$ cat config.mk
export PLATFORM = sky130hd
export DESIGN_NAME = bg_tile_fetch_seq_flat
export DESIGN_NICKNAME = d
export VERILOG_FILES = /design/src/rtl/bg_tile_fetch_seq_pkg.sv /design/src/rtl/bg_tile_fetch_seq_if.sv /design/src/rtl/bg_tile_fetch_seq_vram_rd_port.sv /design/src/rtl/bg_tile_fetch_seq.sv /design/src/flat_wrapper.sv
export SDC_FILE = /design/constraint.sdc
export NUM_CORES = 1
export LEC_CHECK = 0
export ABC_AREA = 1
export CAP_MARGIN = 20
export CORE_MARGIN = 1.5
export CORE_UTILIZATION = 50
export DETAILED_ROUTE_END_ITERATION = 8
export GPL_TIMING_DRIVEN = 0
export PLACE_DENSITY = 0.86
export SYNTH_ARGS = -nofsm -noshare
export SYNTH_HDL_FRONTEND = slang
export SYNTH_SLANG_ARGS = --single-unit
$ cat constraint.sdc
create_clock -name clk -period 4.1 [get_ports clk]
set_input_delay 0.82 -clock clk [delete_from_list [all_inputs] [get_ports clk]]
set_output_delay 0.82 -clock clk [all_outputs]
set_load 0.05 [all_outputs]
$ cat src/rtl/bg_tile_fetch_seq_pkg.sv
// Shared types and constants for the background tile fetch sequencer.
// Provides the FSM state encoding and the pattern-table address builder.
package bg_tile_fetch_seq_pkg;

  localparam int BG_TILES  = 33;
  localparam int BG_ADDR_W = 16;

  localparam logic [15:0] PT_BASE_0  = 16'h0000;
  localparam logic [15:0] PT_BASE_1  = 16'h1000;
  localparam logic [15:0] TILE_BYTES = 16'd16;
  localparam logic [15:0] PLANE_OFS  = 16'd8;

  typedef enum logic [2:0] {
    S_IDLE,
    S_SETUP,
    S_NT_RD,
    S_PTL_RD,
    S_PTH_RD,
    S_OUT,
    S_DONE
  } fetch_state_e;

  // Each tile owns 16 bytes: 8 rows of plane 0 followed by 8 rows of plane 1.
  function automatic logic [15:0] pt_addr(input logic       sel,
                                          input logic [7:0] tile,
                                          input logic       plane,
                                          input logic [2:0] fine);
    logic [15:0] base;
    base = sel ? PT_BASE_1 : PT_BASE_0;
    return base + ({8'h00, tile} * TILE_BYTES) + (plane ? PLANE_OFS : 16'd0) + {13'd0, fine};
  endfunction

endpackage

$ cat src/rtl/bg_tile_fetch_seq_if.sv
// VRAM read port and tile hand-off port of the background fetch sequencer.
// master = sequencer side, slave = VRAM arbiter / background shifter side.
interface bg_tile_fetch_seq_if
  import bg_tile_fetch_seq_pkg::*;
#(
  parameter int ADDR_W = BG_ADDR_W
);
  logic              vram_req;
  logic [ADDR_W-1:0] vram_addr;
  logic              vram_ack;
  logic [7:0]        vram_rdata;
  logic              tile_valid;
  logic              tile_ready;
  logic [7:0]        tile_lo;
  logic [7:0]        tile_hi;
  logic [5:0]        tile_idx;

  modport master (
    output vram_req, vram_addr, tile_valid, tile_lo, tile_hi, tile_idx,
    input  vram_ack, vram_rdata, tile_ready
  );

  modport slave (
    input  vram_req, vram_addr, tile_valid, tile_lo, tile_hi, tile_idx,
    output vram_ack, vram_rdata, tile_ready
  );
endinterface

$ cat src/rtl/bg_tile_fetch_seq_vram_rd_port.sv
// Single-transaction VRAM read holder: go loads req/addr, which stay put until ack.
// A go in the ack cycle chains the next read with no idle cycle between them.
module bg_tile_fetch_seq_vram_rd_port
  import bg_tile_fetch_seq_pkg::*;
#(
  parameter int ADDR_W = BG_ADDR_W
) (
  input  logic              clk,
  input  logic              rst_n,
  input  logic              go_i,
  input  logic [ADDR_W-1:0] addr_i,
  input  logic              ack_i,
  input  logic [7:0]        rdata_i,
  output logic              req_o,
  output logic [ADDR_W-1:0] addr_o,
  output logic              done_o,
  output logic [7:0]        data_o
);

  logic              req_q;
  logic [ADDR_W-1:0] addr_q;

  always_ff @(posedge clk) begin
    if (!rst_n) begin
      req_q  <= 1'b0;
      addr_q <= '0;
    end else if (go_i) begin
      req_q  <= 1'b1;
      addr_q <= addr_i;
    end else if (req_q && ack_i) begin
      req_q  <= 1'b0;
    end
  end

  // An ack arriving with no request outstanding is ignored.
  assign done_o = req_q & ack_i;
  assign data_o = rdata_i;
  assign req_o  = req_q;
  assign addr_o = addr_q;

endmodule

$ cat src/rtl/bg_tile_fetch_seq.sv
// Per-scanline background tile fetch sequencer: for each tile column it reads the
// nametable byte and both pattern planes over VRAM, then offers the row to the shifter.
module bg_tile_fetch_seq
  import bg_tile_fetch_seq_pkg::*;
#(
  parameter int TILES  = BG_TILES,
  parameter int ADDR_W = BG_ADDR_W
) (
  input  logic              clk,
  input  logic              rst_n,
  input  logic              start_i,
  input  logic              abort_i,
  input  logic [8:0]        scanline_i,
  input  logic [7:0]        ppu_ctrl1_i,
  output logic [8:0]        xlat_row_o,
  output logic [8:0]        xlat_col_o,
  input  logic [ADDR_W-1:0] xlat_nt_ptr_i,
  input  logic [2:0]        xlat_fine_i,
  bg_tile_fetch_seq_if.master bus,
  output logic              busy_o,
  output logic              done_o
);

  localparam logic [5:0] LAST_IDX = 6'(TILES - 1);

  fetch_state_e state_q;
  logic [8:0]   row_q, col_q;
  logic         sel_q;
  logic [2:0]   fine_q;
  logic [7:0]   tile_q;
  logic [7:0]   tile_lo_q, tile_hi_q;
  logic [5:0]   tile_idx_q;
  logic         tile_valid_q;
  logic         busy_q, done_q, abort_q;

  logic              rd_go, rd_done;
  logic [ADDR_W-1:0] rd_addr;
  logic [7:0]        rd_data;
  logic              abort_any;

  logic unused_ctrl_bits;
  assign unused_ctrl_bits = ^{ppu_ctrl1_i[7:5], ppu_ctrl1_i[3:0]};

  assign abort_any = abort_i | abort_q;

  // Each read is launched in the cycle that enters its RD state, so the port registers it on that edge.
  always_comb begin
    rd_go   = 1'b0;
    rd_addr = xlat_nt_ptr_i;
    case (state_q)
      S_SETUP: rd_go = !abort_i;
      S_NT_RD: begin
        if (rd_done && !abort_any) begin
          rd_go   = 1'b1;
          rd_addr = ADDR_W'(pt_addr(sel_q, rd_data, 1'b0, fine_q));
        end
      end
      S_PTL_RD: begin
        if (rd_done && !abort_any) begin
          rd_go   = 1'b1;
          rd_addr = ADDR_W'(pt_addr(sel_q, tile_q, 1'b1, fine_q));
        end
      end
      default: ;
    endcase
  end

  bg_tile_fetch_seq_vram_rd_port #(.ADDR_W(ADDR_W)) u_rd_port (
    .clk     (clk),
    .rst_n   (rst_n),
    .go_i    (rd_go),
    .addr_i  (rd_addr),
    .ack_i   (bus.vram_ack),
    .rdata_i (bus.vram_rdata),
    .req_o   (bus.vram_req),
    .addr_o  (bus.vram_addr),
    .done_o  (rd_done),
    .data_o  (rd_data)
  );

  always_ff @(posedge clk) begin
    if (!rst_n) begin
      state_q      <= S_IDLE;
      row_q        <= '0;
      col_q        <= '0;
      sel_q        <= 1'b0;
      fine_q       <= '0;
      tile_q       <= '0;
      tile_lo_q    <= '0;
      tile_hi_q    <= '0;
      tile_idx_q   <= '0;
      tile_valid_q <= 1'b0;
      busy_q       <= 1'b0;
      done_q       <= 1'b0;
      abort_q      <= 1'b0;
    end else begin
      done_q <= 1'b0;
      case (state_q)
        S_IDLE: begin
          if (start_i && !abort_i) begin
            row_q      <= scanline_i;
            col_q      <= '0;
            sel_q      <= ppu_ctrl1_i[4];
            tile_idx_q <= '0;
            busy_q     <= 1'b1;
            abort_q    <= 1'b0;
            state_q    <= S_SETUP;
          end
        end
        S_SETUP: begin
          if (abort_i) begin
            busy_q  <= 1'b0;
            done_q  <= 1'b1;
            state_q <= S_DONE;
          end else begin
            fine_q  <= xlat_fine_i;
            state_q <= S_NT_RD;
          end
        end
        S_NT_RD: begin
          if (abort_i) abort_q <= 1'b1;
          if (rd_done) begin
            tile_q <= rd_data;
            if (abort_any) begin
              abort_q <= 1'b0;
              busy_q  <= 1'b0;
              done_q  <= 1'b1;
              state_q <= S_DONE;
            end else begin
              state_q <= S_PTL_RD;
            end
          end
        end
        S_PTL_RD: begin
          if (abort_i) abort_q <= 1'b1;
          if (rd_done) begin
            tile_lo_q <= rd_data;
            if (abort_any) begin
              abort_q <= 1'b0;
              busy_q  <= 1'b0;
              done_q  <= 1'b1;
              state_q <= S_DONE;
            end else begin
              state_q <= S_PTH_RD;
            end
          end
        end
        S_PTH_RD: begin
          if (abort_i) abort_q <= 1'b1;
          if (rd_done) begin
            tile_hi_q <= rd_data;
            if (abort_any) begin
              abort_q <= 1'b0;
              busy_q  <= 1'b0;
              done_q  <= 1'b1;
              state_q <= S_DONE;
            end else begin
              tile_valid_q <= 1'b1;
              state_q      <= S_OUT;
            end
          end
        end
        S_OUT: begin
          // Abort wins over a simultaneous ready: the tile is withdrawn, not handed over.
          if (abort_i) begin
            tile_valid_q <= 1'b0;
            busy_q       <= 1'b0;
            done_q       <= 1'b1;
            state_q      <= S_DONE;
          end else if (bus.tile_ready) begin
            tile_valid_q <= 1'b0;
            if (tile_idx_q == LAST_IDX) begin
              busy_q  <= 1'b0;
              done_q  <= 1'b1;
              state_q <= S_DONE;
            end else begin
              tile_idx_q <= tile_idx_q + 6'd1;
              col_q      <= col_q + 9'd8;
              state_q    <= S_SETUP;
            end
          end
        end
        S_DONE:  state_q <= S_IDLE;
        default: state_q <= S_IDLE;
      endcase
    end
  end

  assign xlat_row_o     = row_q;
  assign xlat_col_o     = col_q;
  assign bus.tile_valid = tile_valid_q;
  assign bus.tile_lo    = tile_lo_q;
  assign bus.tile_hi    = tile_hi_q;
  assign bus.tile_idx   = tile_idx_q;
  assign busy_o         = busy_q;
  assign done_o         = done_q;

endmodule
$ cat src/flat_wrapper.sv
// flat-port wrapper written by rule: the top's interface ports become plain ports
module bg_tile_fetch_seq_flat import bg_tile_fetch_seq_pkg::*;
#(
  parameter int TILES  = BG_TILES,
  parameter int ADDR_W = BG_ADDR_W
)
  (clk, rst_n, start_i, abort_i, scanline_i, ppu_ctrl1_i, xlat_row_o, xlat_col_o, xlat_nt_ptr_i, xlat_fine_i, busy_o, done_o, bus_vram_req, bus_vram_addr, bus_tile_valid, bus_tile_lo, bus_tile_hi, bus_tile_idx, bus_vram_ack, bus_vram_rdata, bus_tile_ready);
  bg_tile_fetch_seq_if #(.ADDR_W(ADDR_W)) bus_i ();
  input  logic clk;
  input  logic rst_n;
  input  logic start_i;
  input  logic abort_i;
  input  logic [8:0] scanline_i;
  input  logic [7:0] ppu_ctrl1_i;
  output logic [8:0] xlat_row_o;
  output logic [8:0] xlat_col_o;
  input  logic [ADDR_W-1:0] xlat_nt_ptr_i;
  input  logic [2:0] xlat_fine_i;
  output logic busy_o;
  output logic done_o;
  output wire logic [$bits(bus_i.vram_req)-1:0] bus_vram_req;
  output wire logic [$bits(bus_i.vram_addr)-1:0] bus_vram_addr;
  output wire logic [$bits(bus_i.tile_valid)-1:0] bus_tile_valid;
  output wire logic [$bits(bus_i.tile_lo)-1:0] bus_tile_lo;
  output wire logic [$bits(bus_i.tile_hi)-1:0] bus_tile_hi;
  output wire logic [$bits(bus_i.tile_idx)-1:0] bus_tile_idx;
  input wire logic [$bits(bus_i.vram_ack)-1:0] bus_vram_ack;
  input wire logic [$bits(bus_i.vram_rdata)-1:0] bus_vram_rdata;
  input wire logic [$bits(bus_i.tile_ready)-1:0] bus_tile_ready;
  assign bus_vram_req = bus_i.vram_req;
  assign bus_vram_addr = bus_i.vram_addr;
  assign bus_tile_valid = bus_i.tile_valid;
  assign bus_tile_lo = bus_i.tile_lo;
  assign bus_tile_hi = bus_i.tile_hi;
  assign bus_tile_idx = bus_i.tile_idx;
  assign bus_i.vram_ack = bus_vram_ack;
  assign bus_i.vram_rdata = bus_vram_rdata;
  assign bus_i.tile_ready = bus_tile_ready;
  bg_tile_fetch_seq #(.TILES(TILES), .ADDR_W(ADDR_W)) u_core (.clk(clk), .rst_n(rst_n), .start_i(start_i), .abort_i(abort_i), .scanline_i(scanline_i), .ppu_ctrl1_i(ppu_ctrl1_i), .xlat_row_o(xlat_row_o), .xlat_col_o(xlat_col_o), .xlat_nt_ptr_i(xlat_nt_ptr_i), .xlat_fine_i(xlat_fine_i), .bus(bus_i), .busy_o(busy_o), .done_o(done_o));
endmodule
## After elaboration in Yosys (flattened, before gate mapping)

Index checks and enable logic that the tools add are counted.
Widths: inputs -> output; s select.

| storage, ports and cells | value |
|---|---|
| flip-flop bits (word level) | 76 |
| logic and storage cells | 122 |
| input port bits | 50 |

| cells by class | value |
|---|---|
| eq/ne operators | 19 |
| bitwise logic cells | 3 |
| add/sub/neg operators | 7 |
| reductions and logical operators | 23 |
| mux-type cells | 55 |

Operator list:

| cell | number |
|---|---|
| $mux 9 | 4 |
| $add 16x3->16 | 2 |
| $mux 16 | 2 |
| $pmux 16 s2 | 1 |
| $mux 3 | 9 |
| $mux 1 | 24 |
| $mux 6 | 4 |
| $pmux 3 s6 | 1 |
| $pmux 9 s2 | 1 |
| $add 16x12->16 | 1 |
| $add 16x4->16 const B | 1 |
| $add 13x12->14 | 1 |
| $mux 13 | 1 |
| $ne 2x1->1 const B | 6 |
| $pmux 6 s2 | 1 |
| $reduce_and 2->1 | 6 |
| $ne 2x2->1 const B | 5 |
| $reduce_and 5->1 | 2 |
| $add 9x4->9 const B | 1 |
| $reduce_bool 2->1 | 4 |
| $reduce_and 7->1 | 1 |
| $add 6x1->6 const B | 1 |
| $eq 3x2->1 const B | 2 |
| $eq 3x3->1 const B | 2 |
| other kinds (18) | 24 |

## Depth between registers and ports, before layout

Gate-level depths: netlist (run 1).

| depth | value |
|---|---|
| depth in word-level cells | 6 |
| depth in mapped cells | 11 |
| gate-level depth less buffers | 10 |

## Modules after synthesis

From an unflattened synthesis (run 1), not the netlist that was laid out.

| second synthesis, totals | value |
|---|---|
| cell total of the unflattened synthesis | 542 |
| area, all modules | 3653.5 um^2 |

Modules (own cells, without submodules):

| module | area an instance (um^2) | instances | seq. area each (um^2) | cells each |
|---|---|---|---|---|
| bg_tile_fetch_seq | 2997.9 | 1 | 1121.1 | 459 |
| bg_tile_fetch_seq_vram_rd_port | 655.6 | 1 | 340.3 | 83 |

## Worst setup path after synthesis (run 1)

OpenSTA, ideal clock, no wires.

| path | value |
|---|---|
| kind | input to register |
| from | input port bus_vram_ack |
| to | register u_core.u_rd_port.addr_q[2], in the netlist u_core.u_rd_port.addr_o[2] |
| arrival time | 1.737 ns |
| required time | 3.972 ns |
| setup time | 0.128 ns |
| path buffers | 0 |
| path slack | 2.235 ns |
| cell stages on the path | 7 |
| cell sequence | nand2_1 -> nor2_2 -> nand2_2 -> nand2_4 -> inv_2 -> a21oi_1 -> nor2_1 |

| between the ends | value |
|---|---|
| word-level cells in the longest chain between the ends | 4 |
| elaborated cells between the ends (all ways) | 7 |
| those cells by class | mux: 5; bitwise: 1; reduce/logical: 1 |

Ends and longest elaborated chain:

| element | RTL line | RTL |
|---|---|---|
| start, declared | flat_wrapper.sv:27 | `input wire logic [$bits(bus_i.vram_ack)-1:0] bus_vram_ack;` |
| $and 1x1->1 * | bg_tile_fetch_seq_vram_rd_port.sv:36 | `assign done_o = req_q & ack_i;` |
| $logic_and 1x1->1 * | bg_tile_fetch_seq.sv:53, bg_tile_fetch_seq.sv:59 |  |
| $mux 16, or another cell as far along | bg_tile_fetch_seq.sv:59 | `if (rd_done && !abort_any) begin` |
| $pmux 16 s2 / $pmux 1 s2 (equally long branches) | bg_tile_fetch_seq.sv:50 | `case (state_q)` |
| end signal, assigned | bg_tile_fetch_seq_vram_rd_port.sv:29 | `addr_q <= addr_i;` |
| end, declared | bg_tile_fetch_seq_vram_rd_port.sv:21 | `logic [ADDR_W-1:0] addr_q;` |

Mark *: on every way between the ends. The rest lies on a longest branch, timed or not.
A chain may end at the register's enable or synchronous reset.

## Worst setup path after layout (run 1)

| path | value |
|---|---|
| from | register u_core.tile_idx_q[0], in the netlist u_core.bus.tile_idx[0] |
| to | output port bus_tile_idx[0] |

RTL lines:

| element | RTL line | RTL |
|---|---|---|
| start, declared | bg_tile_fetch_seq.sv:32 | `logic [5:0] tile_idx_q;` |
| start signal, assigned | bg_tile_fetch_seq.sv:177 | `tile_idx_q <= tile_idx_q + 6'd1;` |
| end, declared | flat_wrapper.sv:26 | `output wire logic [$bits(bus_i.tile_idx)-1:0] bus_tile_idx;` |

No word-level cell between the ends.

==> metrics.cfg, run 1 <==
[outcome]
outcome=finished, violations left
violations=design-rule violations

[critical_path]
crit_path_start=u_core.bus.tile_idx[0]
crit_family=buffers and inverters
crit_cells=1
r2r_slack_ns=2.35
crit_chain=clkdlybuf4s50_1
rr_startpoint=u_core.u_rd_port.req_o
endpoint_kind=primary output
critical_path.max_fanout=6
crit_type=register to primary output
crit_slowest_cell=clkdlybuf4s50_1
crit_end=bus_tile_idx[0]
critical_path_required_ns=3.28
cp-start-kind=register
reg2reg_depth=7
critPathBufInv=1
cp_slowest_stage_delay_ns=0.86
cp.arrival_ns=1.64
r2r_end=u_core.u_rd_port.addr_o[2]

[detailed_routing]
postRouteAntennaNets=0
drtIter0Drc=255
vias_per_cell=5.27
num_vias=3570
wirelength_um=9240
drc_errors=6
drtPass1Iterations=8
wl_per_cell_um=13.6

[placed_design]
place_hpwl_um=6790
dpl_cell_area_um2=4470
gp_congestion=0.882
port_buffers=99
pre_cts_ws_ns=1.35

[timing]
fin_skew_ns=0.00674
fin_crit_sh=0.600
setup_violations=0
period_needed_ns=2.46
slew_violations=0
tns_ns=0
hold_violations=0
timing.slew.headroom=0.640
clock.fmax_mhz=407
setup_ws_ns=1.64
tightest_slew_ns=0.538
rsz0062_at_grt=false

[global_routing]
grt_start_max_net_pins=12
first_global_vias=3372
grt.total_usage=0.257
grt_pass1_wl_um=15100
overflow=0
antenna_found_initial=0

[logic_synthesis]
ys_types=28
synthAdderAreaFrac=0.0111
synth_top_flop_cell=dfxtp_1
netlist_area_um2=3370
synth-xor-area-share=0.0156
yosys_register_bits=73
synth_top_family_by_area=simple AND/OR/NAND/NOR gates
yosysSeqAreaShare=0.433
synthMuxAreaShare=0
synthCells=483
synth_compound_area_frac=0.168
synth_simple_gate_area_frac=0.280
synth-edff-count=0
yosys_warnings=0
synth-async-reset-ratio=0
syn_area_per_cell_um2=6.99

[final_layout]
final_cell_mix=clkdlybuf4s50_1, nand2_1, dfxtp_1, nor2_1, o21ai_0
nFillCells=520
multi_input_area_um2=1610
final_area_um2=4680
finalNetCount=648
synthToLayoutAreaGrowth_pct=38.6
drive_above_1_share=0.0733
n_antenna_cell=0
final_common_cell=clkdlybuf4s50_1
regArea_um2=1460

[clock_network]
numCtsBuffers=9
ctsHoldBuffers=0
clk_path_buf_depth=2
cts_resized=0
cts_setup_buffers=0
clock-root-buffer=clkbuf_8
clock_sinks=73
cts_tree=built
path_clk_slew_ns=0.07
clk_latency_ns=0.33
htree_levels=3

[pwr]
leakagePower_nw=1.95
vdd_drop_max_v=0.000386
cellPowerDensity_nw_per_um2=512
p_switching_uw=951
pwr-share-comb=0.397
p_seq_frac=0.359
power.total_mw=2.40
intPower_mw=1.45
swShare=0.397
pwr-share-clk=0.244

[floorplanning]
die_h_um=85.2
die-area_um2=7250
initial_core_util=0.525
io-pin-count=110
die-width_um=85.2
rows=29
coreArea_um2=6420

[hold_path]
min-delay-path-class=register to register

[job]
drv_cap=0

## logic make-up (layout without fill, tap and decap cells)
family          Yosys count  in the layout
compound gates          113            113
xor+xnor                  6              6
fa+ha+maj                 3              3
buf+inv                  73            188
flops                    73             73
other cells               1              3
simple gates            214            214
## synthesized netlist by cell type, types with 2 or more instances
| cell | number | area share |
|---|---|---|
| a21oi_1 | 52 | 0.077 |
| and3_1 | 8 | 0.015 |
| buf_2 | 8 | 0.012 |
| buf_4 | 4 | 0.0089 |
| clkbuf_1 | 10 | 0.011 |
| dfxtp_1 | 73 | 0.43 |
| ha_1 | 3 | 0.011 |
| inv_1 | 45 | 0.050 |
| inv_2 | 3 | 0.0033 |
| nand2_1 | 84 | 0.093 |
| nand2_2 | 4 | 0.0074 |
| nand3_1 | 35 | 0.052 |
| nand3_2 | 2 | 0.0059 |
| nand4_1 | 5 | 0.0093 |
| nor2_1 | 67 | 0.075 |
| nor2_2 | 3 | 0.0056 |
| nor2_4 | 3 | 0.010 |
| o21ai_0 | 60 | 0.089 |
| xnor2_1 | 3 | 0.0078 |
| xor2_1 | 3 | 0.0078 |
## metrics by stage
| stage | util | hold WS (ns) | std cells |
|---|---|---|---|
| final | 0.728 | 0.449 | 677 |
| after global routing | 0.728 | 0.475 | 677 |
| after CTS | 0.728 | 0.451 | 677 |
| after detailed placement | 0.696 | 0.440 | 661 |
| after global placement | 0.696 | 0.433 | 661 |
| after floorplan | - | 0.425 | 485 |
## worst min-delay path by stage
stage	from	depth (start not counted)	to	slack, ns
floorplan	u_core.fine_q[2]	2	u_core.fine_q[2]	0.42
global placement	u_core.bus.tile_hi[3]	2	u_core.bus.tile_hi[3]	0.43
detailed placement	u_core.bus.tile_hi[3]	2	u_core.bus.tile_hi[3]	0.44
CTS	u_core.bus.tile_hi[3]	2	u_core.bus.tile_hi[3]	0.45
global route	u_core.bus.tile_hi[5]	2	u_core.bus.tile_hi[5]	0.48
finish	u_core.bus.tile_hi[0]	2	u_core.bus.tile_hi[0]	0.45
## per-layer routing
| layer | vias to the layer above | global-route usage | part of all wire |
|---|---|---|---|
| met5 | - | 0 | 0 |
| li1 | 1787 | - | - |
| met4 | 0 | 0.0656 | 0.011 |
| met2 | 168 | 0.421 | 0.47 |
| met3 | 11 | 0.0661 | 0.083 |
| met1 | 1604 | 0.339 | 0.44 |
## area by class of cell
type | count | share of cell area
plain buffers | 24 | 0.0265
multi-input cells | 339 | 0.345
clock inverters | 2 | 0.00749
well taps | 77 | 0.0206
clock buffers | 14 | 0.0369
inverters | 49 | 0.0393
flip-flops and latches | 73 | 0.312
repair buffers | 99 | 0.212
## power by group through the flow
| stage | logic, mW | registers (mW) | clock network (mW) |
|---|---|---|---|
| 3_5_place_dp | 0.937 | 0.874 | 0 |
| 6_report | 0.951 | 0.860 | 0.585 |
| 2_1_floorplan | 0.412 | 1.10 | 0 |
| 3_3_place_gp | 0.924 | 0.870 | 0 |
| 5_1_grt | 1.03 | 0.871 | 0.624 |
| 4_1_cts | 0.945 | 0.859 | 0.589 |
## state kept, by name, summed over array words and instances (netlist names)
signal                   count
u_core.tile_q                8
u_core.bus.tile_valid        1
u_core.abort_q               1
u_core.fine_q                3
u_core.u_rd_port.req_o       1
u_core.bus.tile_hi           8
u_core.sel_q                 1
u_core.done_o                1
u_core.u_rd_port.addr_o     16
u_core.bus.tile_idx          6
u_core.state_q               3
u_core.bus.tile_lo           8
u_core.xlat_row_o            9
u_core.xlat_col_o            6
u_core.busy_o                1
## worst reg2reg max path: stages (launching register included)
cell and delay (ns):
dfxtp_1 0.37, nand2_1 0.29, nor2_2 0.31, nand2_2 0.19, nand2_4 0.17, inv_2 0.10
a21oi_1 0.15, nor2_1 0.05
No activity file was read; power rests on OpenSTA's default activity.
==> inputs of run 2 (changes only) <==
--- a/config.mk
+++ b/config.mk
@@ -8,10 +8,10 @@
 export ABC_AREA = 1
 export CAP_MARGIN = 20
 export CORE_MARGIN = 1.5
-export CORE_UTILIZATION = 50
+export CORE_UTILIZATION = 46
 export DETAILED_ROUTE_END_ITERATION = 8
 export GPL_TIMING_DRIVEN = 0
-export PLACE_DENSITY = 0.86
+export PLACE_DENSITY = 0.8
 export SYNTH_ARGS = -nofsm -noshare
 export SYNTH_HDL_FRONTEND = slang
 export SYNTH_SLANG_ARGS = --single-unit
==> constraint.sdc (replaced) <==
create_clock -name clk -period 2.4 [get_ports clk]
set_input_delay 0.48 -clock clk [delete_from_list [all_inputs] [get_ports clk]]
set_output_delay 0.48 -clock clk [all_outputs]
set_load 0.05 [all_outputs]
==> run 2 against run 1 <==
  * The flow now finishes without violations
  * First-iteration DRC count down 23%
  * Non-clock buffer count unchanged
  * Design area up 0.29%
  * Clock power up 63%
  * Wire length down 3.1%
  * Via count down 1.5%
  * Count of clock-buffer cells in the layout down 4
  * Critical path depth unchanged
  * Critical path type unchanged
  * Critical endpoint is now bus_tile_idx[2]
==> metrics.cfg, run 2 (synthesis gave the netlist of run 1 again) <==
[outcome]
outcome=complete, no violations

[clock_network]
cts_setup_buffers=0  ; unchanged
numCtsBuffers=9  ; unchanged
clock_sinks=73  ; unchanged
ctsHoldBuffers=0  ; unchanged
clock-root-buffer=clkbuf_8
clk_path_buf_depth=2  ; unchanged
clk_latency_ns=0.34  ; about the same
htree_levels=3  ; unchanged
cts_resized=0  ; unchanged
path_clk_slew_ns=0.08  ; about the same
cts_tree=built

[timing]
setup_ws_ns=0.252  ; -1.39 ns
fin_crit_sh=0.895
whs_ns=0.449  ; -0.000538 ns
fin_skew_ns=0.0100  ; +0.00326 ns
slew_violations=0  ; unchanged
hold_violations=0  ; unchanged
tns_ns=0  ; unchanged
clock.fmax_mhz=466
tightest_slew_ns=0.546  ; +0.00844 ns
period_needed_ns=2.15
timing.slew.headroom=0.635  ; -0.00565
setup_violations=0  ; unchanged
rsz0062_at_grt=false

[pwr]
intPower_mw=2.39  ; +65%
p_seq_frac=0.364  ; +0.005
vdd_drop_max_v=0.000553  ; +43%
swShare=0.406  ; +0.00965
power.total_mw=4.02  ; +68%
p_switching_mw=1.63  ; +72%
leakagePower_nw=1.95  ; -0.31%
cellPowerDensity_nw_per_um2=858  ; +67%
pwr-share-clk=0.237  ; -0.007
pwr-share-comb=0.399  ; +0.002

[detailed_routing]
drc_errors=0  ; -6
postRouteAntennaNets=0  ; unchanged
drtIter0Drc=197  ; -23%
wl_per_cell_um=12.8  ; -6.2%
num_vias=3517  ; -1.5%
vias_per_cell=5.03  ; -4.6%
drtPass1Iterations=5  ; -3
wirelength_um=8950  ; -3.1%

[floorplanning]
initial_core_util=0.470  ; -0.0552
die_h_um=88.7  ; +4.1%
rows=31  ; +6.9%
die-area_um2=7860  ; +8.4%
coreArea_um2=7180  ; +12%
die-width_um=88.7  ; +4.1%
io-pin-count=110  ; unchanged

[final_layout]
synthToLayoutAreaGrowth_pct=39.0
final_cell_mix=clkdlybuf4s50_1, nand2_1, dfxtp_1, nor2_1, o21ai_0
final_common_cell=clkdlybuf4s50_1
nFillCells=612  ; +18%
drive_above_1_share=0.0750  ; +0.00167
utilization=0.654  ; -0.0745
n_antenna_cell=0  ; unchanged
largest_reg_flops=16  ; unchanged
final_area_um2=4690  ; +0.29%
layoutNonFillerInstCount=699  ; +3.2%
finalNetCount=648  ; unchanged

[placed_design]
pre_cts_ws_ns=-0.0354  ; -1.39 ns
gp_congestion=0.881  ; -0.16%
dpl_cell_area_um2=4500  ; +0.62%
dp.cells=683  ; +3.3%
place_hpwl_um=6600  ; -2.8%
port_buffers=99  ; unchanged

[global_routing]
first_global_vias=3221  ; -4.5%
grt.total_usage=0.235  ; -0.0220
overflow=0  ; unchanged
antenna_found_initial=0  ; unchanged
grt_pass1_wl_um=14500  ; -3.8%
grt_start_max_net_pins=14  ; +2

[critical_path]
cp_slowest_stage_delay_ns=0.85  ; about the same
endpoint_kind=primary output
critical_path_required_ns=1.92  ; -1.36 ns
cp-start-kind=register
crit_family=buffers and inverters
cp.arrival_ns=1.67  ; +0.03 ns
critical_path.max_fanout=7  ; +1
crit_type=register to primary output
crit_chain=clkdlybuf4s50_1
critPathBufInv=1  ; unchanged
crit_slowest_cell=clkdlybuf4s50_1

[job]
drv_cap=0  ; unchanged

[hold_path]
min-delay-path-class=register to register

## run 2: layout make-up
type	count	area, um2	area share
sequential	73	1460	0.312
clock inverter	6	66.3	0.0141
timing repair buffer	99	991	0.211
tap	99	124	0.0264
buffer	24	124	0.0264
clock buffer	10	128	0.0272
multi-input combinational	339	1610	0.344
inverter	49	184	0.0392
## run 2: power groups by stage
stage          combinational (mW)  clock, mW  sequential [mW]
6_report                     1.60      0.953             1.47
5_1_grt                      1.76       1.03             1.48
4_1_cts                      1.60      0.973             1.46
3_5_place_dp                 1.59          0             1.49
3_3_place_gp                 1.58          0             1.49
2_1_floorplan               0.705          0             1.89
## run 2: path summary, 6_finish.rpt
kind	start	endpoint	slack, ns	cells past startpoint
setup reg to reg	u_core.u_rd_port.req_o	u_core.u_rd_port.addr_o[2]	0.62	7
setup / recovery	u_core.bus.tile_idx[2]	bus_tile_idx[2]	0.25	1
hold reg to reg	u_core.bus.tile_hi[1]	u_core.bus.tile_hi[1]	0.45	2
hold / removal	u_core.bus.tile_hi[1]	u_core.bus.tile_hi[1]	0.45	2
## run 2: routing by layer
layer / share of wire / vias up / GRT usage
li1: - / 1780 / -
met1: 0.44 / 1604 / 0.298
met2: 0.47 / 122 / 0.384
met3: 0.076 / 11 / 0.0746
met4: 0.012 / 0 / 0.0696
met5: 0 / - / 0
